--- src/rtl/hazard_controller.sv ---
// Hazard/sequencing control for the 5-stage core: forwarding selects, stall/flush, memory wait FSM.
// Latency: stall/flush/forward are combinational; FSM state, timeout and stall counter are registered.
// Backpressure: a busy data memory freezes F..M and bubbles W until MemReadyM rises.
module hazard_controller #(
  parameter int REG_ADDR_W  = 5,
  parameter int MEM_TIMEOUT = 15,
  parameter int CNT_W       = 16
) (
  input  logic                  clk,
  input  logic                  reset,
  input  logic [REG_ADDR_W-1:0] Rs1D,
  input  logic [REG_ADDR_W-1:0] Rs2D,
  input  logic [REG_ADDR_W-1:0] Rs1E,
  input  logic [REG_ADDR_W-1:0] Rs2E,
  input  logic [REG_ADDR_W-1:0] RdE,
  input  logic [REG_ADDR_W-1:0] RdM,
  input  logic [REG_ADDR_W-1:0] RdW,
  input  logic                  RegWriteM,
  input  logic                  RegWriteW,
  input  logic                  LoadE,
  input  logic                  PCSrcE,
  input  logic                  MemReqM,
  input  logic                  MemReadyM,
  output logic [1:0]            ForwardAE,
  output logic [1:0]            ForwardBE,
  output logic                  StallF,
  output logic                  StallD,
  output logic                  StallE,
  output logic                  StallM,
  output logic                  FlushD,
  output logic                  FlushE,
  output logic                  FlushW,
  output logic                  MemTimeout,
  output logic [CNT_W-1:0]      StallCount
);

  localparam int WCNT_W = $clog2(MEM_TIMEOUT + 1);

  typedef enum logic [1:0] {
    S_IDLE = 2'd0,
    S_WAIT = 2'd1,
    S_ERR  = 2'd2
  } state_t;

  state_t            state, state_nxt;
  logic [WCNT_W-1:0] wcnt, wcnt_nxt;
  logic              mem_stall;
  logic              lw_stall;

  // M-stage result is younger than W, so it wins; x0 is hardwired and never forwarded.
  always_comb begin
    ForwardAE = 2'b00;
    ForwardBE = 2'b00;
    if (RegWriteM && (RdM != '0) && (RdM == Rs1E))      ForwardAE = 2'b10;
    else if (RegWriteW && (RdW != '0) && (RdW == Rs1E)) ForwardAE = 2'b01;
    if (RegWriteM && (RdM != '0) && (RdM == Rs2E))      ForwardBE = 2'b10;
    else if (RegWriteW && (RdW != '0) && (RdW == Rs2E)) ForwardBE = 2'b01;
  end

  assign lw_stall = LoadE && (RdE != '0) && ((Rs1D == RdE) || (Rs2D == RdE));

  always_ff @(posedge clk or posedge reset) begin
    if (reset) begin
      state <= S_IDLE;
      wcnt  <= '0;
    end else begin
      state <= state_nxt;
      wcnt  <= wcnt_nxt;
    end
  end

  // wcnt counts not-ready cycles of the current access; ERR once MEM_TIMEOUT of them have elapsed.
  always_comb begin
    state_nxt = state;
    wcnt_nxt  = wcnt;
    case (state)
      S_IDLE: begin
        if (MemReqM && !MemReadyM) begin
          state_nxt = S_WAIT;
          wcnt_nxt  = WCNT_W'(1);
        end
      end
      S_WAIT: begin
        if (MemReadyM) begin
          state_nxt = S_IDLE;
          wcnt_nxt  = '0;
        end else begin
          wcnt_nxt = wcnt + WCNT_W'(1);
          if (wcnt == WCNT_W'(MEM_TIMEOUT - 1)) state_nxt = S_ERR;
        end
      end
      S_ERR:   state_nxt = S_ERR;
      default: begin
        state_nxt = S_IDLE;
        wcnt_nxt  = '0;
      end
    endcase
  end

  assign MemTimeout = (state == S_ERR);
  assign mem_stall  = MemTimeout || (MemReqM && !MemReadyM);

  // A memory stall freezes D and E, so branch/load-use decisions are simply re-taken after release.
  always_comb begin
    StallF = 1'b0;
    StallD = 1'b0;
    StallE = 1'b0;
    StallM = 1'b0;
    FlushD = 1'b0;
    FlushE = 1'b0;
    FlushW = 1'b0;
    if (mem_stall) begin
      StallF = 1'b1;
      StallD = 1'b1;
      StallE = 1'b1;
      StallM = 1'b1;
      FlushW = 1'b1;
    end else if (PCSrcE) begin
      FlushD = 1'b1;
      FlushE = 1'b1;
    end else if (lw_stall) begin
      StallF = 1'b1;
      StallD = 1'b1;
      FlushE = 1'b1;
    end
  end

  always_ff @(posedge clk or posedge reset) begin
    if (reset)                           StallCount <= '0;
    else if (StallF && (StallCount != '1)) StallCount <= StallCount + CNT_W'(1);
  end

endmodule

--- config.mk ---
export PLATFORM = sky130hd
export DESIGN_NAME = hazard_controller
export DESIGN_NICKNAME = d
export VERILOG_FILES = /design/src/rtl/hazard_controller.sv
export SDC_FILE = /design/constraint.sdc
export NUM_CORES = 1
export LEC_CHECK = 0
export BUFFER_PORTS_ARGS = -buffer_cell sky130_fd_sc_hd__buf_2
export CAP_MARGIN = 20
export CORE_ASPECT_RATIO = 1.75
export CORE_UTILIZATION = 50
export DETAILED_ROUTE_END_ITERATION = 12
export PLACE_DENSITY = 0.85
export RECOVER_POWER = 50
export REMOVE_ABC_BUFFERS = 1
export SYNTH_ARGS = -nofsm -noshare
export SYNTH_HDL_FRONTEND = slang
export SYNTH_SLANG_ARGS = --single-unit
--- constraint.sdc ---
create_clock -name clk -period 4 [get_ports clk]
set_clock_uncertainty 0.1 [all_clocks]
set_input_delay 0 -clock clk [delete_from_list [all_inputs] [get_ports clk]]
set_output_delay 0 -clock clk [all_outputs]
set_load 0.01 [all_outputs]
## Yosys cells after proc, flatten, opt, wreduce, memory -nomap -nowiden

Cells that the tools add are included.

- Bits of input ports: 43
- Output and inout port bits: 28
- Register bits after elaboration: 22
- Word-level logic and storage cells: 56

- Bitwise operators: 1
- Equality and inequality tests: 12
- Reductions and logical operators: 19
- Multiplexer cells: 19
- Add/sub/neg operators: 2

Operator list:

| kind | count |
|---|---|
| == test 5 bit | 6 |
| adder 16 x 1 -> 16 bit (second input constant) | 1 |
| != test 16 bit (second input constant) | 1 |
| nonzero test 5 bit | 3 |
| one-hot mux 4 bit (3 select lines) | 1 |
| logical AND 1 bit | 10 |
| 2-to-1 mux 1 bit | 10 |
| 2-to-1 mux 2 bit | 5 |
| 2-to-1 mux 4 bit | 2 |
| one-hot mux 2 bit (3 select lines) | 1 |
| adder 4 x 1 -> 4 bit (second input constant) | 1 |
| == test 4 bit (second input constant) | 1 |
| AND reduction 2 bit | 2 |
| != test 3 bit (second input constant) | 1 |
| == test 2 x 1 -> 1 bit (second input constant) | 1 |
| == test 2 bit (second input constant) | 1 |
| logical NOT 2 bit | 1 |
| logical OR 1 bit | 2 |
| != test 2 bit (second input constant) | 1 |
| logical NOT 1 bit | 1 |
| inverter 1 bit | 1 |

## Depth between registers and ports, before layout

Gate-level depths: netlist of run 1.

- Word-level depth: 7
- Mapped depth: 7
- Gate-level depth less buffers: 7

## Worst setup path after synthesis of run 1

Ideal clock, no wire load.

- Kind: flip-flop to flip-flop
- Start: reg StallCount[0]
- End: reg StallCount[1]
- Data required time: 3.775 ns
- Clock period less this slack: 1.876 ns
- Cell stages (with the launch flop): 7
- Setup time: 0.125 ns
- Path buffers: 0
- Data arrival time: 1.651 ns
- Path slack: 2.124 ns
- Path through: dfrtp_1 ha_1 nand3_1 nor3_1 nand2_1 nand2_1 mux2_2

- Cells in the longest elaborated chain, start to end: 2
- Elaborated cells on any way between the ends: 3

RTL lines:

| item | RTL line | RTL |
|---|---|---|
| from (decl) | 34 | `output logic [CNT_W-1:0] StallCount` |
| from (signal assigned) | 130 | `else if (StallF && (StallCount != '1)) StallCount <= StallCount + CNT_W'(1);` |
| branches (longest 2 deep; another with adder 16 x 1 -> 16 bit) | n/a |  |

Parallel ways; which one is timed is not known.
A chain may end at the register's enable or synchronous reset.

## Worst setup path in the final report of run 1

Same ends and word-level chain as after synthesis.

==> flow_metrics.env, run 1 <==
export IMPL_floorplan_die_height_um=75.5
export IMPL_critPathCaptureType="flop"
export IMPL_hold_class="input port to flop"
export IMPL_status="completed"
export IMPL_post_synth_main_area_contributors="sky130_fd_sc_hd__dfrtp_1 36%, sky130_fd_sc_hd__xor2_1 14%, sky130_fd_sc_hd__xnor2_1 11%, sky130_fd_sc_hd__nand3_1 4.5%, sky130_fd_sc_hd__nand2_1 3.2%"
export IMPL_share_of_total_power_consumed_by_net_switching_pct=32.5
export IMPL_fin_crit_ns=2.03
export IMPL_overall_overflow_remaining_after_global_route=0
export IMPL_wire_length_of_the_first_global_routing_pass_mm=5.42
export IMPL_power_ir_vdd_worst_v=0.000173
export IMPL_pwr_density_cell_nw_per_um2=327
export IMPL_synth_cell_area_um2=1540
export IMPL_width_of_the_die_um=44.0
export IMPL_drtPass1Iterations=6
export IMPL_crit_type="flop to flop"
export IMPL_placement_rows=26
export IMPL_io_buffers=70
export IMPL_clock_insertion_delay_worst_skew_ns=0.26
export IMPL_synth_cell_types=32
export IMPL_gp_congestion=0.867
export IMPL_critPathArrivalTime_ns=2.08
export IMPL_postCtsSetupRepairBufs=0
export IMPL_timing_max_transition_violations_final=0
export IMPL_syn_inst=167
export IMPL_max_clock_freq_mhz=492
export IMPL_pwr_share_clk_pct=24.4
export IMPL_post_route_drc_count=0
export IMPL_tritoncts="done"
export IMPL_die_area_um2=3320
export IMPL_synth_edff_count=0
export IMPL_tightest_slew_ns=0.814
export IMPL_final_worst_path_period_share_pct=50.9
export IMPL_p_int_w=0.000432
export IMPL_drt_first_iter_violations=40
export IMPL_initial_utilization_pct=52.6
export IMPL_post_synth_top_area_fraction_pct=35.7
export IMPL_finalSetupViolCount=0
export IMPL_synth_seq_cells=22
export IMPL_pin_count=71
export IMPL_drv_cap=0
export IMPL_reg2regPathDepth=6
export IMPL_wl_per_cell_um=12.8
export IMPL_numPlacedInstances=259
export IMPL_tritoncts_num_buffers=3
export IMPL_layoutNonFillerInstCount=267
export IMPL_yosys_top_cell_by_area="sky130_fd_sc_hd__dfrtp_1"
export IMPL_ys_dominant_reg_cell="sky130_fd_sc_hd__dfrtp_1"
export IMPL_grt_total_usage_pct=21.8
export IMPL_synth_yosys_seq_area_share_pct=35.7
export IMPL_p_leak_nw=0.932
export IMPL_clock_sink_count=22
export IMPL_route_antenna_remaining_nets=0
export IMPL_crit_path_max_fanout=6
export IMPL_critical_path_required_ns=4.05
export IMPL_vias=1503
export IMPL_pin_count_of_the_biggest_net_entering_global_routing=23
export IMPL_ys_warn_count=0
export IMPL_htree_num_levels=1
export IMPL_seq_power_share_pct=46.1
export IMPL_grt_antenna_before_repair=0
export IMPL_p_sw_w=0.000208
export IMPL_timing_final_hold_violations=0
export IMPL_synthToLayoutAreaGrowth_pct=27.1
export IMPL_via_count_of_the_first_global_routing_pass=1437
export IMPL_start_kind="flop"
export IMPL_hpwlAfterDp_mm=2.80
export IMPL_slew_headroom_pct=45.7
export IMPL_grt_setup_unrepaired="no"
export IMPL_post_synth_cell_area_avg_um2=9.23
export IMPL_power_combinational_fraction_pct=29.5
export IMPL_core_region_area_um2=2930
export IMPL_design_final_nets=286
export IMPL_drive_above_1_share_pct=25.9
export IMPL_asyncSetResetFlopFracSynth_pct=100
export IMPL_root_buffer="sky130_fd_sc_hd__clkbuf_8"
export IMPL_num_antenna_cells=0
export IMPL_layout_cells_most_common="sky130_fd_sc_hd__buf_2"
export IMPL_avg_vias_per_cell=5.63
export IMPL_clock_edge_transition_at_the_registers_on_the_reported_setup_and_hold_paths_ns=0.08
export IMPL_hold_path_depth=4
export IMPL_final_cell_mix="54 x sky130_fd_sc_hd__buf_2, 25 x sky130_fd_sc_hd__xor2_1, 22 x sky130_fd_sc_hd__dfrtp_1, 19 x sky130_fd_sc_hd__xnor2_1, 16 x sky130_fd_sc_hd__clkbuf_1"
export IMPL_max_buffers_root_to_sink=2
export IMPL_totalNegativeSetupSlack_ns=0
export IMPL_postRouteWirelength_mm=3.41
## worst paths after layout
check	slack, ns	end	from
max reg2reg	1.97	StallCount[1]	StallCount[0]
max in group asynchronous	2.96	StallCount[13]	reset
max	1.97	StallCount[1]	StallCount[0]
min	0.13	StallCount[6]	PCSrcE
min in group asynchronous	0.34	wcnt[3]	reset
min reg2reg	0.40	StallCount[5]	StallCount[5]
## state kept, by name (all words and copies together) (netlist names)
| name | flops |
|---|---|
| state | 2 |
| StallCount | 16 |
| wcnt | 4 |
## per-stage QoR
step	power, W	hold slack (ns)	instance area [µm²]	worst slack (ns)	util (%)
floorplan	0.000403	-0.111	1500	2.12	-
global placement	0.000488	0.0923	1880	2.06	64.4
detailed placement	0.000494	0.0964	1880	1.99	64.4
CTS	0.000654	0.134	1980	1.98	67.6
global route	0.000685	0.175	1960	1.85	66.9
finish	0.000640	0.133	1960	1.97	66.9
## final cells by class
cell class	count	area (µm²)
Sequential cell	22	551
Inverter	5	18.8
Fill cell	244	968
Clock buffer	4	55.1
Tap cell	28	35.0
Timing Repair Buffer	74	370
Multi-Input combinational cell	134	930
## cells in the mapped netlist, types with 2 or more instances
master                    number
sky130_fd_sc_hd__or4_1         5
sky130_fd_sc_hd__nor4_1        4
sky130_fd_sc_hd__nor2_1        9
sky130_fd_sc_hd__and3_1        6
sky130_fd_sc_hd__nand2_1      13
sky130_fd_sc_hd__xnor2_1      19
sky130_fd_sc_hd__and2_1        2
sky130_fd_sc_hd__xor2_1       25
sky130_fd_sc_hd__o21ai_0       4
sky130_fd_sc_hd__a21oi_1       3
sky130_fd_sc_hd__buf_4         3
sky130_fd_sc_hd__mux2_2        3
sky130_fd_sc_hd__ha_1          3
sky130_fd_sc_hd__o22ai_1       2
sky130_fd_sc_hd__nor3_1        5
sky130_fd_sc_hd__inv_1         5
sky130_fd_sc_hd__dfrtp_1      22
sky130_fd_sc_hd__and4_1        2
sky130_fd_sc_hd__nand3_1      14
sky130_fd_sc_hd__nand4_1       6
## critical path, stage by stage (launching register included)
cell and delay, ns:
sky130_fd_sc_hd__dfrtp_1 0.39, sky130_fd_sc_hd__ha_1 0.22, sky130_fd_sc_hd__nand3_1 0.14, sky130_fd_sc_hd__nor3_1 0.36
sky130_fd_sc_hd__nand2_1 0.21, sky130_fd_sc_hd__nand2_1 0.16, sky130_fd_sc_hd__mux2_2 0.34
## power groups by stage
stage / clock network [W] / registers, W / logic [W]
2_1_floorplan: 0 / 0.000306 / 0.0000970
3_5_place_dp: 0 / 0.000299 / 0.000195
6_report: 0.000156 / 0.000295 / 0.000189
3_3_place_gp: 0 / 0.000296 / 0.000192
5_1_grt: 0.000168 / 0.000301 / 0.000216
4_1_cts: 0.000161 / 0.000294 / 0.000199
## cells by family after synthesis
group | synth area share (%)
buffers and inverters | 3.98
adder cells (fa/ha/maj) | 2.44
flip-flops | 35.7
multiplexers | 2.84
XOR/XNOR | 25.0
AND/OR/NAND/NOR | 23.7
AO/OA/AOI/OAI | 6.33
## layer usage
metal	vias to the layer above	part of all wire (%)	wire length (µm)	global-route usage [%]
met5	-	0	0	0
met4	0	1.7	57	12.1
met3	4	5.6	191	1.90
met2	75	58	1980	45.3
met1	699	35	1180	19.6
li1	725	-	-	-
## repair_timing
item | CTS | global route
setup endpoints to repair | 0 | 0
gates resized for setup | 0 | 0
hold buffers | 4 | 0
endpoints found under the hold margin | 26 | 0
(Power assumes the default switching activity.)
==> inputs of run 2 (changes only) <==
--- a/config.mk
+++ b/config.mk
@@ -8,9 +8,9 @@
 export BUFFER_PORTS_ARGS = -buffer_cell sky130_fd_sc_hd__buf_2
 export CAP_MARGIN = 20
 export CORE_ASPECT_RATIO = 1.75
-export CORE_UTILIZATION = 50
+export CORE_UTILIZATION = 47
 export DETAILED_ROUTE_END_ITERATION = 12
-export PLACE_DENSITY = 0.85
+export PLACE_DENSITY = 0.8
 export RECOVER_POWER = 50
 export REMOVE_ABC_BUFFERS = 1
 export SYNTH_ARGS = -nofsm -noshare
==> constraint.sdc (replaced) <==
create_clock -name clk -period 1.9 [get_ports clk]
set_clock_uncertainty 0.1 [all_clocks]
set_input_delay 0 -clock clk [delete_from_list [all_inputs] [get_ports clk]]
set_output_delay 0 -clock clk [all_outputs]
set_load 0.01 [all_outputs]
==> run 2 against run 1 <==
Total power grew 130%; routed wire length grew 9.2%; global-route usage grew 1.9 points; maximum frequency grew 15%; critical path depth grew 1; via count grew 5.6%; combinational power grew 140%; worst hold slack lost 0.047 ns.
==> flow_metrics.env, run 2 (synthesized netlist as in run 1, its figures left out) <==
export IMPL_htree_num_levels=1
export IMPL_post_route_drc_count=0
export IMPL_critPathArrivalTime_ns=1.85
export IMPL_p_leak_nw=0.996
export IMPL_totalNegativeSetupSlack_ns=0
export IMPL_design_final_nets=295
export IMPL_drtPass1Iterations=4
export IMPL_slowest_delay_ns=0.40
export IMPL_pin_count_of_the_biggest_net_entering_global_routing=23
export IMPL_num_antenna_cells=0
export IMPL_floorplan_die_height_um=77.8
export IMPL_critPathCaptureType="flop"
export IMPL_reg2regPathDepth=7
export IMPL_placement_rows=27
export IMPL_wire_length_of_the_first_global_routing_pass_mm=6.28
export IMPL_via_count_of_the_first_global_routing_pass=1552
export IMPL_critPathMostFrequentCell="sky130_fd_sc_hd__nand3_1"
export IMPL_status="completed"
export IMPL_grt_antenna_before_repair=0
export IMPL_critPathCapture="StallCount[15]"
export IMPL_finalSetupViolCount=0
export IMPL_critical_path_startpoint="StallCount[0]"
export IMPL_hold_class="input port to flop"
export IMPL_root_buffer="sky130_fd_sc_hd__clkbuf_8"
export IMPL_tightest_slew_ns=1.14
export IMPL_grt_total_usage_pct=23.8
export IMPL_overall_overflow_remaining_after_global_route=0
export IMPL_tritoncts_num_buffers=3
export IMPL_vias=1587
export IMPL_final_cell_mix="58 x sky130_fd_sc_hd__buf_2, 25 x sky130_fd_sc_hd__xor2_1, 22 x sky130_fd_sc_hd__dfrtp_1, 19 x sky130_fd_sc_hd__xnor2_1, 14 x sky130_fd_sc_hd__nand3_1"
export IMPL_max_clock_freq_mhz=566
export IMPL_initial_utilization_pct=49.1
export IMPL_slew_headroom_pct=24.0
export IMPL_pin_count=71
export IMPL_postCtsSetupRepairBufs=0
export IMPL_clock_insertion_delay_worst_skew_ns=0.27
export IMPL_avg_vias_per_cell=5.45
export IMPL_final_hold_worst_slack_ns=0.0865
export IMPL_power_ir_vdd_worst_v=0.000497
export IMPL_wl_per_cell_um=12.8
export IMPL_layout_cells_most_common="sky130_fd_sc_hd__buf_2"
export IMPL_drt_first_iter_violations=29
export IMPL_total_power_w=0.00150
export IMPL_largest_register_by_flop_count="StallCount"
export IMPL_io_buffers=70
export IMPL_crit_type="flop to flop"
export IMPL_critical_path_required_ns=1.99
export IMPL_pwr_density_cell_nw_per_um2=724
export IMPL_timing_critical_path_depth=7
export IMPL_width_of_the_die_um=45.3
export IMPL_layoutNonFillerInstCount=291
export IMPL_critPathSlowestCell="sky130_fd_sc_hd__or3_1"
export IMPL_synthToLayoutAreaGrowth_pct=34.2
export IMPL_die_area_um2=3520
export IMPL_route_antenna_remaining_nets=0
export IMPL_timing_max_transition_violations_final=0
export IMPL_timing_final_hold_violations=0
export IMPL_number_of_flip_flops_under_the_largest_register_name=16
export IMPL_drive_above_1_share_pct=30.2
export IMPL_drv_cap=0
export IMPL_path_cells="ha_1 > nand3_1 > or3_1 > nand3_1 > nor2_1 > nand4_1 > xnor2_1"
export IMPL_register_to_register_path_setup_slack_ns=0.13
export IMPL_clock_sink_count=22
export IMPL_rr_startpoint="StallCount[0]"
export IMPL_reg_to_reg_end="StallCount[15]"
export IMPL_max_buffers_root_to_sink=2
export IMPL_clock_edge_transition_at_the_registers_on_the_reported_setup_and_hold_paths_ns=0.07
export IMPL_core_region_area_um2=3140
export IMPL_tritoncts="done"
export IMPL_top_regs="StallCount x16, wcnt x4, state x2"
export IMPL_final_worst_path_period_share_pct=92.9
export IMPL_postRouteWirelength_mm=3.73
export IMPL_hpwlAfterDp_mm=3.09
export IMPL_crit_family="simple AND/OR/NAND/NOR gates"
export IMPL_numPlacedInstances=283
export IMPL_start_kind="flop"
export IMPL_crit_path_max_fanout=4
export IMPL_gp_congestion=0.937
export IMPL_fin_crit_ns=1.77
export IMPL_critPathBufInv=0
run 2: metal layers:
metal  part of all wire [%]  vias up  track usage, %
met2                     56       93            46.4
li1                       -      745               -
met1                     34      737            21.8
met5                      0        -               0
met4                    3.6        0            12.1
met3                    6.7       12            2.56
run 2: power breakdown:
part,internal (W),total (W),leakage (nW),switching (W)
Combinational,0.000221,0.000453,0.668,0.000232
Clock,0.000282,0.000434,0.0357,0.000153
Sequential,0.000539,0.000610,0.292,0.0000708
run 2: worst min-delay path by stage:
| stage | slack [ns] | cells after the start | end | startpoint |
|---|---|---|---|---|
| after floorplan | -0.11 | 1 | StallCount[0] | reset |
| after global placement | -0.06 | 3 | wcnt[3] | reset |
| after detailed placement | -0.05 | 3 | StallCount[6] | reset |
| after CTS | 0.09 | 4 | StallCount[0] | PCSrcE |
| after global routing | 0.12 | 4 | StallCount[0] | PCSrcE |
| final | 0.09 | 4 | StallCount[0] | PCSrcE |
run 2: cell type report:
cell class	instances	area, µm²
clock buffer	3	41.3
timing repair buffer	83	439
tap	43	53.8
inverter	5	18.8
multi-input combinational	134	935
sequential	22	551
clock inverter	1	30.0
fill	272	1070
run 2: timing repair:
item,in CTS,in global routing
hold endpoints to repair,27,0
resized for setup,0,1
endpoints found under the setup margin,0,6
hold buffers,4,0
run 2: worst min-delay path: stages:
cell and delay (ns):
sky130_fd_sc_hd__buf_2 0.12, sky130_fd_sc_hd__o31ai_4 0.11, sky130_fd_sc_hd__nand2_1 0.10, sky130_fd_sc_hd__xnor2_1 0.07
run 2: metrics by stage:
step / setup slack, ns / util [%] / instance area (µm²)
after floorplan: 0.0207 / - / 1500
after global placement: 0.146 / 62.7 / 1970
after detailed placement: 0.0929 / 62.7 / 1970
after CTS: 0.0628 / 66.3 / 2080
after global routing: -0.0187 / 65.8 / 2070
final: 0.134 / 65.8 / 2070
